File: src/rtl/act_lut_writer.sv
// act_lut_writer: streams activation (tanh) table entries into the LUT RAM write port,
// checks the load length and flags a complete, good table via lut_valid.
// Optional feature macro: LUT_CRC_EN (adds a trailing checksum beat compared against
// the modulo-2**DW sum of all entries).
module act_lut_writer #(
  parameter int unsigned AW = 8,
  parameter int unsigned DW = 8
) (
  input  logic          clk,
  input  logic          rst,
  input  logic          start,
  input  logic          s_valid,
  input  logic [DW-1:0] s_data,
  input  logic          s_last,
  output logic          s_ready,
  output logic          lut_we,
  output logic [AW-1:0] lut_addr,
  output logic [DW-1:0] lut_wdata,
  output logic          busy,
  output logic          done,
  output logic          err,
  output logic          lut_valid
);

  // Index of the final table entry; counter is one bit wider so it never wraps.
  localparam logic [AW:0] LAST_IDX = {1'b0, {AW{1'b1}}};

`ifdef LUT_CRC_EN
  typedef enum logic [1:0] {ST_IDLE, ST_LOAD, ST_CHK} state_e;
`else
  typedef enum logic [1:0] {ST_IDLE, ST_LOAD} state_e;
`endif

  state_e        state_q, state_d;
  logic [AW:0]   cnt_q, cnt_d;
  logic          s_ready_q, s_ready_d;
  logic          we_q, we_d;
  logic [AW-1:0] addr_q, addr_d;
  logic [DW-1:0] wdata_q, wdata_d;
  logic          busy_q, busy_d;
  logic          done_q, done_d;
  logic          err_q, err_d;
  logic          valid_q, valid_d;
  logic          accept;
  logic          is_final;
`ifdef LUT_CRC_EN
  logic [DW-1:0] sum_q, sum_d;
`endif

  // Next-state, write-port and status computation.
  always_comb begin
    state_d  = state_q;
    cnt_d    = cnt_q;
    err_d    = err_q;
    valid_d  = valid_q;
    done_d   = 1'b0;
    we_d     = 1'b0;
    addr_d   = addr_q;
    wdata_d  = wdata_q;
`ifdef LUT_CRC_EN
    sum_d    = sum_q;
`endif
    accept   = s_valid && s_ready_q;
    is_final = (cnt_q == LAST_IDX);

    if (start) begin
      // Restart wins over any beat offered in the same cycle.
      state_d = ST_LOAD;
      cnt_d   = '0;
      err_d   = 1'b0;
      valid_d = 1'b0;
`ifdef LUT_CRC_EN
      sum_d   = '0;
`endif
    end else if (accept) begin
      case (state_q)
        ST_LOAD: begin
`ifdef LUT_CRC_EN
          if (s_last) begin
            // Entries end early (the checksum beat is the real final beat).
            err_d   = 1'b1;
            valid_d = 1'b0;
            state_d = ST_IDLE;
          end else begin
            we_d    = 1'b1;
            addr_d  = cnt_q[AW-1:0];
            wdata_d = s_data;
            sum_d   = sum_q + s_data;
            if (is_final) state_d = ST_CHK;
            else          cnt_d   = cnt_q + (AW+1)'(1);
          end
`else
          if (s_last && !is_final) begin
            err_d   = 1'b1;
            valid_d = 1'b0;
            state_d = ST_IDLE;
          end else begin
            we_d    = 1'b1;
            addr_d  = cnt_q[AW-1:0];
            wdata_d = s_data;
            if (is_final) begin
              state_d = ST_IDLE;
              if (s_last) begin
                done_d  = 1'b1;
                valid_d = 1'b1;
              end else begin
                err_d   = 1'b1;
                valid_d = 1'b0;
              end
            end else begin
              cnt_d = cnt_q + (AW+1)'(1);
            end
          end
`endif
        end
`ifdef LUT_CRC_EN
        ST_CHK: begin
          // Checksum beat: never written to the RAM.
          state_d = ST_IDLE;
          if (s_last && (s_data == sum_q)) begin
            done_d  = 1'b1;
            valid_d = 1'b1;
          end else begin
            err_d   = 1'b1;
            valid_d = 1'b0;
          end
        end
`endif
        default: ;
      endcase
    end

    s_ready_d = (state_d != ST_IDLE);
    busy_d    = (state_d != ST_IDLE);
  end

  // State and registered outputs, synchronous active-high reset.
  always_ff @(posedge clk) begin
    if (rst) begin
      state_q   <= ST_IDLE;
      cnt_q     <= '0;
      s_ready_q <= 1'b0;
      we_q      <= 1'b0;
      addr_q    <= '0;
      wdata_q   <= '0;
      busy_q    <= 1'b0;
      done_q    <= 1'b0;
      err_q     <= 1'b0;
      valid_q   <= 1'b0;
`ifdef LUT_CRC_EN
      sum_q     <= '0;
`endif
    end else begin
      state_q   <= state_d;
      cnt_q     <= cnt_d;
      s_ready_q <= s_ready_d;
      we_q      <= we_d;
      addr_q    <= addr_d;
      wdata_q   <= wdata_d;
      busy_q    <= busy_d;
      done_q    <= done_d;
      err_q     <= err_d;
      valid_q   <= valid_d;
`ifdef LUT_CRC_EN
      sum_q     <= sum_d;
`endif
    end
  end

  assign s_ready   = s_ready_q;
  assign lut_we    = we_q;
  assign lut_addr  = addr_q;
  assign lut_wdata = wdata_q;
  assign busy      = busy_q;
  assign done      = done_q;
  assign err       = err_q;
  assign lut_valid = valid_q;

endmodule
File: config.mk
export PLATFORM = sky130hd
export DESIGN_NAME = act_lut_writer
export DESIGN_NICKNAME = d
export VERILOG_FILES = /design/src/rtl/act_lut_writer.sv
export SDC_FILE = /design/constraint.sdc
export NUM_CORES = 1
export LEC_CHECK = 0
export CORE_MARGIN = 8
export CORE_UTILIZATION = 43
export CTS_CLUSTER_DIAMETER = 200
export DETAILED_ROUTE_END_ITERATION = 10
export PLACE_DENSITY = 0.74
export SETUP_SLACK_MARGIN = 0.05
export SLEW_MARGIN = 20
export SYNTH_ARGS = -nofsm -noshare
export SYNTH_HDL_FRONTEND = slang
export SYNTH_SLANG_ARGS = --single-unit
File: constraint.sdc
create_clock -name clk -period 2.2 [get_ports clk]
set_clock_uncertainty 0.1 [all_clocks]
set_input_delay 0.22 -clock clk [delete_from_list [all_inputs] [get_ports clk]]
set_output_delay 0.22 -clock clk [all_outputs]
set_load 0.01 [all_outputs]
==> flow_summary.yaml <==
status:
  status: "completed"
sta:
  drv_slew: 0
  period_share: 0.947
  setup_viol: 0
  min_period_ns: 2.08
  hold_ws_ns: 0.341
  worst_slew_pin_slew_ns: 0.483
  slew_headroom: 0.677
  fin_ws_ns: 0.117
  finalSetupTns_ns: 0
  rsz0062_at_grt: "false"
  hold_viol_final: 0
  fmax_mhz: 480
worst_setup_path:
  worst_setup_path_end_kind: "flop"
  reg2reg_slack_ns: 0.12
  crit_arrival_ns: 2.21
  critPathLaunchType: "flop"
  crit_fanout: 9
  required_ns: 2.33
  crit_type: "flop to flop"
place:
  dp_cells: 233
  pre_cts_ws_ns: -0.0408
  io_buffers: 34
  dp_hpwl_mm: 2.64
  gp_congestion: 0.825
  placed_area_um2: 1790
clock_network:
  cts.hold.buffers_added: 0
  cts-root-buf: "clkbuf_4"
  cts_tree: "done"
  clk-insertion-delay-late_ns: 0.33
  cts_buffers: 5
  htreeDepth: 2
  clk_pin_slew_ns: 0.09
  cts_buffer_depth: 2
  clock_sinks: 32
cells_and_area:
  mostFrequentLayoutCell: "clkdlybuf4s50_1"
  final_cell_mix: "clkdlybuf4s50_1 (34), dfxtp_1 (30), a21oi_1 (25), nand3_1 (20), o21ai_1 (11)"
  final_util: 0.629
  ff_latch_area_um2: 648
  fillers: 271
  area_delta_synth_final_pct: 39.7
  postLayoutCellArea_um2: 1910
  n_antenna_cell: 0
  fin_nets: 216
  instances_no_fill: 242
  drive_gt1_frac: 0.152
  multiInputGateArea_um2: 684
logic_synthesis:
  ys_seq_area_frac: 0.470
  yosys_most_used_dff: "dfxtp_1"
  netlist_area_um2: 1360
  synthCells: 158
  yosysWarnings: 0
  ys_seq_elements: 32
  synth.avg_cell_area_um2: 8.63
  async_flop_share: 0
  ys_types: 31
  synthesis.nets: 176
  synth_edf_count: 0
routing:
  antenna_left: 0
  drc: 0
  drt-pass1-iter-count: 4
  drtIter0Drc: 113
  wl_per_cell_um: 15.7
  via_per_inst: 5.62
  drt_wl_total_mm: 3.79
  via_count: 1359
global_route:
  grt_usage: 0.145
  grt_max_degree: 24
  grt_pass1_wl_mm: 5.95
  grt_pass1_vias: 1286
  antenna_found_initial: 0
  grt-ovfl-total: 0
power:
  p_comb_frac: 0.085
  p_leak_nw: 0.642
  p_sw_frac: 0.234
  vdd_ir_drop_max_mv: 0.362
  cellPowerDensity_nw_per_um2: 551
  power.share.clock: 0.357
  finalPower_mw: 1.05
  cellInternalPower_mw: 0.804
  seqPwrFrac: 0.558
  p_switching_mw: 0.245
floorplan:
  fp-row-count: 20
  initial_core_util: 0.450
  die_h_um: 72.3
  ios: 35
  dieArea_um2: 5230
  core-area_um2: 3030
  die_w_um: 72.3
job:
  maxCapViolCount: 0
hold_path:
  min_path_type: "primary input to flop"
cell families after synthesis:
family                     Yosys count  synth area share
AOI/OAI and AO/OA                   55             0.223
adders and majority gates            5            0.0459
buffers and inverters               20            0.0661
DFF                                 32             0.470
muxes                                1           0.00734
and+or+nand+nor                     45             0.188
layer usage:
layer	share of wire	global-route usage
met2	0.51	0.236
met4	0.012	0.0771
met1	0.40	0.165
met5	0	0
met3	0.076	0.0441
final timing paths:
check | startpoint | to | cells past startpoint
worst max-delay path | cnt_q[1]$_SDFFE_PP0P_ | lut_addr[1]$_SDFFE_PP0P_ | 9
worst min-delay path | s_data[4] | lut_wdata[4]$_SDFFE_PP0P_ | 3
worst max register to register | cnt_q[1]$_SDFFE_PP0P_ | lut_addr[1]$_SDFFE_PP0P_ | 9
worst min register to register | lut_addr[5]$_SDFFE_PP0P_ | lut_addr[5]$_SDFFE_PP0P_ | 2
registers in the layout, indices dropped and copies added, names as in the netlist:
name / flops
cnt_q: 9
lut_addr: 8
lut_wdata: 8
state_q: 2
busy: 1
done: 1
err: 1
lut_valid: 1
lut_we: 1
power by group through the flow:
stage               logic, mW  clock network [mW]  registers, mW
floorplan              0.0415                   0          0.602
global placement       0.0787                   0          0.601
detailed placement     0.0802                   0          0.601
CTS                    0.0817               0.381          0.588
global route           0.0972               0.405          0.586
finish                 0.0893               0.375          0.585
cells in the mapped netlist, drive strengths merged, types with 2 or more instances:
master  count  area share
a21oi      25       0.092
o21ai      20       0.073
or2         2      0.0092
o31ai       2       0.011
nor2        4       0.011
o21a        2       0.011
nor3        3       0.011
nand2       4       0.011
ha          5       0.046
clkbuf      8       0.022
buf         5       0.025
inv         7       0.019
or3         3       0.014
nand3      20       0.073
or4         2       0.011
dfxtp      32        0.47
nor4        2      0.0092
layout make-up:
type,count,area share
clock buffer,7,0.0341
inverter,7,0.0138
multi-input combinational,107,0.359
sequential,32,0.340
tap,44,0.0289
timing repair buffer,45,0.224
what timing repair did:
item / in CTS / in global routing
setup buffers: 0 / 1
setup endpoints to repair: 18 / 20
hold endpoints to repair: 0 / 0
pin swaps: 0 / 2
resized for setup: 2 / 18
gates cloned: 0 / 1
critical path, cell delays in order (launching register included):
cell	delay (ns)
dfxtp_4	0.38
ha_4	0.14
nand2_1	0.06
nor3_2	0.18
ha_2	0.24
inv_1	0.09
ha_2	0.21
or2_4	0.29
o21ai_1	0.18
a21oi_1	0.10
Note: power is estimated with default switching activity, not from simulation.
